===== src/rtl/div_pkg.sv =====
// rtl/div_pkg.sv - shared types and constants for the non-restoring divider
package div_pkg;

    localparam int DEF_WIDTH = 32;

    typedef enum logic [1:0] {
        IDLE = 2'd0,
        RUN  = 2'd1,
        FIX  = 2'd2,
        DONE = 2'd3
    } state_t;

    function automatic int cnt_width(input int width);
        return $clog2(width + 1);
    endfunction

endpackage


===== src/rtl/div_nr_param_if.sv =====
// rtl/div_nr_param_if.sv - multdiv-style divide handshake bundle (data_remainder under DIV_REMAINDER_EN)
interface div_nr_param_if
    import div_pkg::*;
#(
    parameter int WIDTH = DEF_WIDTH
);
    logic             ctrl_DIV;
    logic             ctrl_MULT;
    logic             is_signed;
    logic [WIDTH-1:0] data_operandA;
    logic [WIDTH-1:0] data_operandB;
    logic [WIDTH-1:0] data_result;
`ifdef DIV_REMAINDER_EN
    logic [WIDTH-1:0] data_remainder;
`endif
    logic             data_exception;
    logic             data_resultRDY;
    logic             busy;

    modport master (
`ifdef DIV_REMAINDER_EN
        input  data_remainder,
`endif
        output ctrl_DIV, ctrl_MULT, is_signed, data_operandA, data_operandB,
        input  data_result, data_exception, data_resultRDY, busy
    );

    modport slave (
`ifdef DIV_REMAINDER_EN
        output data_remainder,
`endif
        input  ctrl_DIV, ctrl_MULT, is_signed, data_operandA, data_operandB,
        output data_result, data_exception, data_resultRDY, busy
    );

endinterface


===== src/rtl/div_nr_step.sv =====
// rtl/div_nr_step.sv - one combinational non-restoring divide iteration
module div_nr_step #(
    parameter int WIDTH = 32
) (
    input  logic [WIDTH:0]   i_p,
    input  logic [WIDTH-1:0] i_b,
    input  logic             i_bit,
    output logic [WIDTH:0]   o_p,
    output logic             o_q
);

    logic [WIDTH:0] w_shift;
    logic [WIDTH:0] w_b_ext;

    // The intermediate shift may wrap in WIDTH+1 bits; the true result always fits.
    assign w_shift = {i_p[WIDTH-1:0], i_bit};
    assign w_b_ext = {1'b0, i_b};
    assign o_p     = i_p[WIDTH] ? (w_shift + w_b_ext) : (w_shift - w_b_ext);
    assign o_q     = ~o_p[WIDTH];

endmodule


===== src/rtl/div_nr_param.sv =====
// rtl/div_nr_param.sv - iterative signed/unsigned divider, remainder output with DIV_REMAINDER_EN
module div_nr_param
    import div_pkg::*;
#(
    parameter int WIDTH = DEF_WIDTH
) (
    input  logic          clock,
    input  logic          reset,
    div_nr_param_if.slave bus
);

    localparam int CW = cnt_width(WIDTH);

    state_t           r_state, w_next;
    logic [CW-1:0]    r_cnt;
    logic [WIDTH:0]   r_p;
    logic [WIDTH-1:0] r_q, r_b, r_result;
    logic             r_sa, r_sb, r_exc, r_rdy;

    logic             w_start, w_zero, w_a_neg, w_b_neg;
    logic             w_busy, w_step_en, w_fix_en, w_rdy_set;
    logic [WIDTH-1:0] w_a_mag, w_b_mag, w_q_fix;
    logic [WIDTH:0]   w_step_p;
    logic             w_step_q;

    assign w_start = bus.ctrl_DIV & ~bus.ctrl_MULT;
    assign w_zero  = (bus.data_operandB == '0);
    assign w_a_neg = bus.is_signed & bus.data_operandA[WIDTH-1];
    assign w_b_neg = bus.is_signed & bus.data_operandB[WIDTH-1];
    // |MIN| wraps to 2^(WIDTH-1), which is exactly the unsigned magnitude we want.
    assign w_a_mag = w_a_neg ? -bus.data_operandA : bus.data_operandA;
    assign w_b_mag = w_b_neg ? -bus.data_operandB : bus.data_operandB;

    always_ff @(posedge clock or posedge reset) begin
        if (reset) r_state <= IDLE;
        else       r_state <= w_next;
    end

    always_comb begin
        w_next = r_state;
        if (bus.ctrl_MULT) begin
            w_next = IDLE;
        end else if (bus.ctrl_DIV) begin
            w_next = w_zero ? DONE : RUN;
        end else begin
            case (r_state)
                RUN:     if (r_cnt == CW'(1)) w_next = FIX;
                FIX:     w_next = DONE;
                DONE:    w_next = IDLE;
                default: w_next = r_state;
            endcase
        end
    end

    always_comb begin
        w_busy    = 1'b0;
        w_step_en = 1'b0;
        w_fix_en  = 1'b0;
        w_rdy_set = 1'b0;
        case (r_state)
            RUN: begin
                w_busy    = 1'b1;
                w_step_en = ~bus.ctrl_MULT & ~bus.ctrl_DIV;
            end
            FIX: begin
                w_busy   = 1'b1;
                w_fix_en = ~bus.ctrl_MULT & ~bus.ctrl_DIV;
            end
            DONE:    w_rdy_set = ~bus.ctrl_MULT & ~bus.ctrl_DIV;
            default: w_busy = 1'b0;
        endcase
    end

    div_nr_step #(.WIDTH(WIDTH)) u_step (
        .i_p   (r_p),
        .i_b   (r_b),
        .i_bit (r_q[WIDTH-1]),
        .o_p   (w_step_p),
        .o_q   (w_step_q)
    );

    assign w_q_fix = (r_sa ^ r_sb) ? -r_q : r_q;

    always_ff @(posedge clock or posedge reset) begin
        if (reset) begin
            r_cnt    <= '0;
            r_p      <= '0;
            r_q      <= '0;
            r_b      <= '0;
            r_sa     <= 1'b0;
            r_sb     <= 1'b0;
            r_result <= '0;
            r_exc    <= 1'b0;
            r_rdy    <= 1'b0;
        end else begin
            r_rdy <= w_rdy_set;
            if (w_start) begin
                r_cnt <= CW'(WIDTH);
                r_p   <= '0;
                r_q   <= w_a_mag;
                r_b   <= w_b_mag;
                r_sa  <= w_a_neg;
                r_sb  <= w_b_neg;
                if (w_zero) begin
                    r_result <= '0;
                    r_exc    <= 1'b1;
                end
            end else if (w_step_en) begin
                r_cnt <= r_cnt - CW'(1);
                r_p   <= w_step_p;
                r_q   <= {r_q[WIDTH-2:0], w_step_q};
            end else if (w_fix_en) begin
                r_result <= w_q_fix;
                r_exc    <= 1'b0;
            end
        end
    end

`ifdef DIV_REMAINDER_EN
    logic [WIDTH:0]   w_p_corr;
    logic [WIDTH-1:0] w_rem_fix, r_rem;

    assign w_p_corr  = r_p[WIDTH] ? (r_p + {1'b0, r_b}) : r_p;
    assign w_rem_fix = r_sa ? -w_p_corr[WIDTH-1:0] : w_p_corr[WIDTH-1:0];

    always_ff @(posedge clock or posedge reset) begin
        if (reset)                 r_rem <= '0;
        else if (w_start && w_zero) r_rem <= bus.data_operandA;
        else if (w_fix_en)          r_rem <= w_rem_fix;
    end

    assign bus.data_remainder = r_rem;
`endif

    assign bus.data_result    = r_result;
    assign bus.data_exception = r_exc;
    assign bus.data_resultRDY = r_rdy;
    assign bus.busy           = w_busy;

endmodule


===== src/flat_wrapper.sv =====
// flat-port wrapper written by rule: the top's interface ports become plain ports
module div_nr_param_flat import div_pkg::*;
#(
    parameter int WIDTH = DEF_WIDTH
)
  (clock, reset, bus_ctrl_DIV, bus_ctrl_MULT, bus_is_signed, bus_data_operandA, bus_data_operandB, bus_data_result, bus_data_exception, bus_data_resultRDY, bus_busy);
  div_nr_param_if #(.WIDTH(WIDTH)) bus_i ();
  input  logic clock;
  input  logic reset;
  input wire logic [$bits(bus_i.ctrl_DIV)-1:0] bus_ctrl_DIV;
  input wire logic [$bits(bus_i.ctrl_MULT)-1:0] bus_ctrl_MULT;
  input wire logic [$bits(bus_i.is_signed)-1:0] bus_is_signed;
  input wire logic [$bits(bus_i.data_operandA)-1:0] bus_data_operandA;
  input wire logic [$bits(bus_i.data_operandB)-1:0] bus_data_operandB;
  output wire logic [$bits(bus_i.data_result)-1:0] bus_data_result;
  output wire logic [$bits(bus_i.data_exception)-1:0] bus_data_exception;
  output wire logic [$bits(bus_i.data_resultRDY)-1:0] bus_data_resultRDY;
  output wire logic [$bits(bus_i.busy)-1:0] bus_busy;
  assign bus_i.ctrl_DIV = bus_ctrl_DIV;
  assign bus_i.ctrl_MULT = bus_ctrl_MULT;
  assign bus_i.is_signed = bus_is_signed;
  assign bus_i.data_operandA = bus_data_operandA;
  assign bus_i.data_operandB = bus_data_operandB;
  assign bus_data_result = bus_i.data_result;
  assign bus_data_exception = bus_i.data_exception;
  assign bus_data_resultRDY = bus_i.data_resultRDY;
  assign bus_busy = bus_i.busy;
  div_nr_param #(.WIDTH(WIDTH)) u_core (.clock(clock), .reset(reset), .bus(bus_i));
endmodule

===== config.mk =====
export PLATFORM = sky130hd
export DESIGN_NAME = div_nr_param_flat
export DESIGN_NICKNAME = d
export VERILOG_FILES = /design/src/rtl/div_pkg.sv /design/src/rtl/div_nr_param_if.sv /design/src/rtl/div_nr_step.sv /design/src/rtl/div_nr_param.sv /design/src/flat_wrapper.sv
export SDC_FILE = /design/constraint.sdc
export NUM_CORES = 1
export LEC_CHECK = 0
export BUFFER_PORTS_ARGS = -buffer_cell sky130_fd_sc_hd__buf_2
export CAP_MARGIN = 20
export CELL_PAD_IN_SITES_DETAIL_PLACEMENT = 1
export CELL_PAD_IN_SITES_GLOBAL_PLACEMENT = 2
export CORE_ASPECT_RATIO = 1.5
export CORE_UTILIZATION = 30
export DETAILED_ROUTE_END_ITERATION = 8
export PLACE_DENSITY_LB_ADDON = 0.1
export SLEW_MARGIN = 20
export SYNTH_ARGS = -nofsm -noshare
export SYNTH_HDL_FRONTEND = slang
export SYNTH_SLANG_ARGS = --single-unit

===== constraint.sdc =====
create_clock -name clock -period 4.55 [get_ports clock]
set_clock_uncertainty 0.15 [all_clocks]
set_input_delay 0.455 -clock clock [delete_from_list [all_inputs] [get_ports clock]]
set_output_delay 0.455 -clock clock [all_outputs]
set_load 0.1 [all_outputs]

Yosys cells after proc, flatten, opt, wreduce, memory -nomap -nowiden:

Index checks and enable logic that the tools add are counted.

* add/subtract/negate cells: 6
* equal/unequal tests: 7
* multiplexer cells: 27
* bitwise gates (word level): 8
* reduce and logical (&&, ||, !) cells: 7

Operator list (number)
* 2-to-1 mux 32 bit: 9
* 2-to-1 mux 33 bit: 3
* negation 32 bit: 3
* adder 33 x 32 -> 33 bit: 1
* subtractor 33 x 32 -> 33 bit: 1
* logical NOT 32 bit: 1
* 2-to-1 mux 6 bit: 2
* 2-to-1 mux 1 bit: 8
* 2-to-1 mux 2 bit: 4
* equality test 6 x 1 -> 1 bit, second input constant: 1
* case mux 2 bit (3 select lines): 1
* subtractor 6 x 1 -> 6 bit, second input constant: 1
* nonzero test 5 bit: 1
* bitwise AND 1 bit: 4
* equality test 2 bit, second input constant: 2
* != test 4 x 3 -> 1 bit, second input constant: 1
* nonzero test 2 bit: 2
* inverter 1 bit: 3
* AND reduction 3 bit: 1
* equality test 2 x 1 -> 1 bit, second input constant: 1
* != test 2 x 1 -> 1 bit, second input constant: 1
* != test 2 bit, second input constant: 1
* AND reduction 2 bit: 1
* OR reduction 2 bit: 1
* bitwise XOR 1 bit: 1

* flip-flop bits (word level): 141
* output and inout port bits: 35
* word-level logic and storage cells: 65

Logic depth before layout (Yosys ltp):

* depth in word-level cells: 6
* gate-level depth with buffers: 17
* gate-level depth less buffers: 17

By module:

Synthesis repeated with hierarchy kept, for this count alone.

* cells, all modules: 1264
* area, all modules: 10573.9 um2

By module, submodules not included
* div_nr_param: instances 1, cells an instance 895, area each 8011.4 um2
* div_nr_step: instances 1, cells an instance 369, area each 2562.5 um2

Worst setup path after synthesis:

Ideal clock, no wire load.

* kind: register to register
* from: reg u_core.r_b[0]
* to: reg u_core.r_p[29]
* arrival time: 3.666 ns
* required time: 4.317 ns
* slack: 0.652 ns
* stages on the path, launching flop included: 17
* path buffers: 1
* cell sequence: dfrtp_1 inv_1 ha_1 or3b_2 nor3_1 and2_1 a21oi_1 xnor2_1 ha_1 clkbuf_1 nand2_1 nor2_1 nand2_1 o311ai_0 a21boi_0 xor2_1 o21ai_0

* word-level cells in the longest chain between the ends: 4

Ends and longest elaborated chain
* start, declared: line div_nr_param.sv:17 `logic [WIDTH-1:0] r_q, r_b, r_result;`
* start signal, assigned: line div_nr_param.sv:101 `r_b <= w_b_mag;`
* subtractor 33 x 32 -> 33 bit / adder 33 x 32 -> 33 bit (equally long branches): line div_nr_step.sv:18 `assign o_p = i_p[WIDTH] ? (w_shift + w_b_ext) : (w_shift - w_b_ext);`
* 2-to-1 mux 33 bit *: line div_nr_step.sv:18
* 2-to-1 mux 33 bit *: line div_nr_param.sv:108 `end else if (w_step_en) begin`
* 2-to-1 mux 33 bit *: line div_nr_param.sv:97 `if (w_start) begin`
* end signal, assigned: line div_nr_param.sv:110 `r_p <= w_step_p;`
* end, declared: line div_nr_param.sv:16 `logic [WIDTH:0] r_p;`

Mark *: on every way between the ends. The rest lies on a longest branch, timed or not. The select of a mux whose other input is x is not followed.
A chain may end at the register's enable or synchronous reset.

Worst setup path after layout:

* from: reg u_core.r_b[6]
* to: reg u_core.r_q[0]

* word-level cells in the longest chain between the ends: 5

Ends and longest elaborated chain
* subtractor 33 x 32 -> 33 bit / adder 33 x 32 -> 33 bit (equally long branches): line div_nr_step.sv:18
* 2-to-1 mux 33 bit *: line div_nr_step.sv:18
* inverter 1 bit *: line div_nr_step.sv:19 `assign o_q = ~o_p[WIDTH];`
* 2-to-1 mux 32 bit *: line div_nr_param.sv:108
* 2-to-1 mux 32 bit *: line div_nr_param.sv:97
* end signal, assigned: line div_nr_param.sv:100 `r_q <= w_a_mag;`
* end signal, assigned: line div_nr_param.sv:111 `r_q <= {r_q[WIDTH-2:0], w_step_q};`
* end, declared: line div_nr_param.sv:17

Marked as above.

==> reports/results.txt <==
htree depth: 4
crit start category: register
Final period util: 91.1%
first-pass GRT wire length: 50500 microns
filler instances: 3900
Power Density: 594 nW/um^2
cell count after synthesis: 1208
Async S/R FF share, synth: 100%
gr ovfl total: 0
endpoints failing setup: 0
reg2reg setup slack: 0.40 ns
layout cells sized above 1: 14.1%
die height: 224 microns
Die Wd: 150 microns
complex-gate fraction of the synthesized area: 20.2%
clock network power share: 21.2%
sequential share of power: 27.5%
slowest cell on the critical path: or4_1
top cell type's share of synthesized area: 35.9%
yosys warns: 0
post-place setup slack: 0.238 ns
worst IR drop on VDD: 214 uV
Worst Tran Pin Value: 1.06 ns
routed vias: 8819
Pint: 3.44 mW
TritonCTS Buffers: 17
RSZ-0062 raised after global routing: no
post-route ant nets: 0
leading area contributor after synthesis: dfrtp_1
Critical Path RT: 4.68 ns
Synth-to-Final Area Change: 16.2%
worst relative slew slack: 29.5%
max-cap violations: 0
Setup TNS: 0 ns
Synth Area in Simple Gates: 20.6%
most common flop cell mapped by yosys: dfrtp_1
status: complete, no violations
synthesized area: 9840 sq um
EDFF count, synth: 0
FP Rows: 80
mux cell area share after synthesis: 0.216%
largest family of logic cells by synthesized area: simple AND/OR/NAND/NOR gates
hold path depth: 3
post-DR vias/cell: 5.14
Sw Ratio: 49.4%
initial antenna violation count: 0
syn nets: 1321
Final GP Congestion: 0.865
met3 GRT Util: 2.67%
Die Area: 33500 sq um
Worst Path Arrival: 4.28 ns
Synth area leaders: dfrtp_1, xor2_1, nand2_1, xnor2_1, o21ai_0
Final Hold Vio Count: 0
critical path cell sequence: or4_1, nor3_1, and2_1, a21oi_1, xor2_1, ha_1, a21o_1, o21bai_1, o211ai_1, o211ai_1, a21oi_1, a21oi_1, xnor2_1, o221ai_1
Antenna Cells: 0
num ports: 104
Psw: 3.36 mW
adder-cell share of the synthesized area: 5.67%
Iteration-0 DRC Markers: 224
GR Layer Usage met2: 36.8%
core box area: 32000 sq um
slowest cell delay on critical path: 0.64 ns
nets: 1406
final core occ: 35.7%
CP Max Fanout: 5
Hold Path Sink: u_core.r_q[1]
CTS tree: done
commonest cells after routing, fill and taps aside: nand2_1, dfrtp_1, o21ai_0, buf_2, nor2_1
Hold WC Path Type: in -> reg
Pre-antenna DRT Iters: 4
Mean Syn Cell Area: 8.15 sq um
crit end category: register
Leak: 5.01 nW
PortBufs: 103
most used cell, CP: a21oi_1
pin count of the biggest net entering global routing: 62
minimum clock period: 4.15 ns
post-synthesis xor/xnor area fraction: 13.4%
Reg2Reg Launch Point: u_core.r_b[6]
Setup WS post-layout: 0.403 ns
combinational power share: 51.2%
f_max: 0.241 GHz
Slew Viols, Final: 0
hold wc startpoint: bus_data_operandA[1]
RR Endpoint: u_core.r_q[0]
Seq cells post-synth: 141
crit path kind: reg -> reg
Starting Density: 30.7%
post-synthesis sequential area ratio: 35.9%
DP HPWL: 24000 microns
reg2reg path depth: 14
most used routing layer: met2
Max clock buf depth: 2
clk root buf: clkbuf_16
clock latency on the worst-skew pair: 0.45 ns
leading cell type in the layout, fill and taps excluded: nand2_1
number of remaining DRC errors: 0
# clock sinks: 141
WL final: 31000 microns
Wirelength per Cell: 18.1 microns
total chip power: 6.80 mW
clock-pin slew on the worst setup and hold paths: 0.06 ns
GR Layer Usage met1: 22.0%
Cell variety after synth: 59
GRT Overall Usage: 19.5%
vias in the first global route: 9370
power groups by stage:
stage / registers, mW / clock network [mW] / logic [mW]
2_1_floorplan: 2.84 / 0 / 1.71
3_3_place_gp: 1.89 / 0 / 3.50
3_5_place_dp: 1.90 / 0 / 3.51
4_1_cts: 1.88 / 1.49 / 3.53
5_1_grt: 1.93 / 1.53 / 3.80
6_report: 1.87 / 1.44 / 3.48
routing by layer:
metal,wire length (microns),vias to the layer above
met2,16700,115
li1,-,4394
met1,13000,4278
met4,626,0
met3,683,32
met5,0,-
critical path: cells and delay by family, from the launching register on:
kind,cells,cell delay [ns]
xor gates and xnor gates,2,0.40
adders and majority gates,1,0.36
AOI/OAI and AO/OA,8,1.45
and+or+nand+nor,3,1.19
DFF,1,0.42
worst max-delay path by stage:
stage                  start                        end  cells past startpoint
2_1_floorplan          reset  u_core.bus.data_exception                      1
3_5_place_dp   u_core.r_b[0]             u_core.r_p[30]                     15
6_report       u_core.r_b[6]              u_core.r_q[0]                     14
4_1_cts        u_core.r_b[0]             u_core.r_p[30]                     15
5_1_grt        u_core.r_b[0]             u_core.r_p[31]                     19
3_3_place_gp   u_core.r_b[0]             u_core.r_p[31]                     19
layout make-up:
type	count	area, sq um	share of cell area, %
multi-input cells	969	5950	52.0
flip-flops and latches	141	3530	30.9
repair buffers	127	711	6.21
well taps	410	513	4.49
clock buffers	20	457	3.99
inverters	37	144	1.26
clock inverters	12	135	1.18
registers in the layout, summed over array words and instances (netlist names):
| signal | cells |
|---|---|
| u_core.r_p | 33 |
| u_core.bus.data_result | 32 |
| u_core.bus.data_resultRDY | 1 |
| u_core.bus.data_exception | 1 |
| u_core.r_b | 32 |
| u_core.r_q | 32 |
| u_core.r_cnt | 6 |
| u_core.r_sa | 1 |
| u_core.r_sb | 1 |
| u_core.r_state | 2 |
stage by stage:
| stage | std cells | hold WS (ns) | instance area, sq um |
|---|---|---|---|
| after CTS | 1716 | 0.118 | 11400 |
| after detailed placement | 1683 | 0.320 | 10800 |
| after global placement | 1683 | 0.310 | 10800 |
| final | 1716 | 0.138 | 11400 |
| after global routing | 1716 | 0.142 | 11400 |
| after floorplan | 1208 | 0.322 | 9840 |
synthesized netlist by cell type (4+ instances only):
master,n
nand2_1,176
dfrtp_1,141
o21ai_0,114
nor2_1,96
a21oi_1,86
xor2_1,80
xnor2_1,71
clkbuf_1,53
nand3_1,44
ha_1,43
inv_1,37
a31oi_1,33
o21ai_1,26
nor3_1,25
o31ai_1,17
o41ai_1,13
or3_1,13
and3_1,12
or4_1,11
a21o_1,9
nand2b_1,9
nor2b_1,8
o21a_1,8
and2_1,7
nand4_1,5
nor4_1,5
o211ai_1,5
a211oi_1,4
buf_1,4
buf_6,4
or2_2,4
what timing repair did:
action                     CTS  global route
hold buffers                 1             0
setup endpoints to repair    0             5
resized for setup            0             4
buffers inserted             0             0
hold endpoints to repair    45             0
logic make-up after synthesis:
kind of cell,after synthesis
AOI/OAI and AO/OA,339
xor gates and xnor gates,151
adders and majority gates,44
buffers and inverters,98
DFF,141
muxes,2
and+or+nand+nor,433
Power figures use the tool's default switching activity.
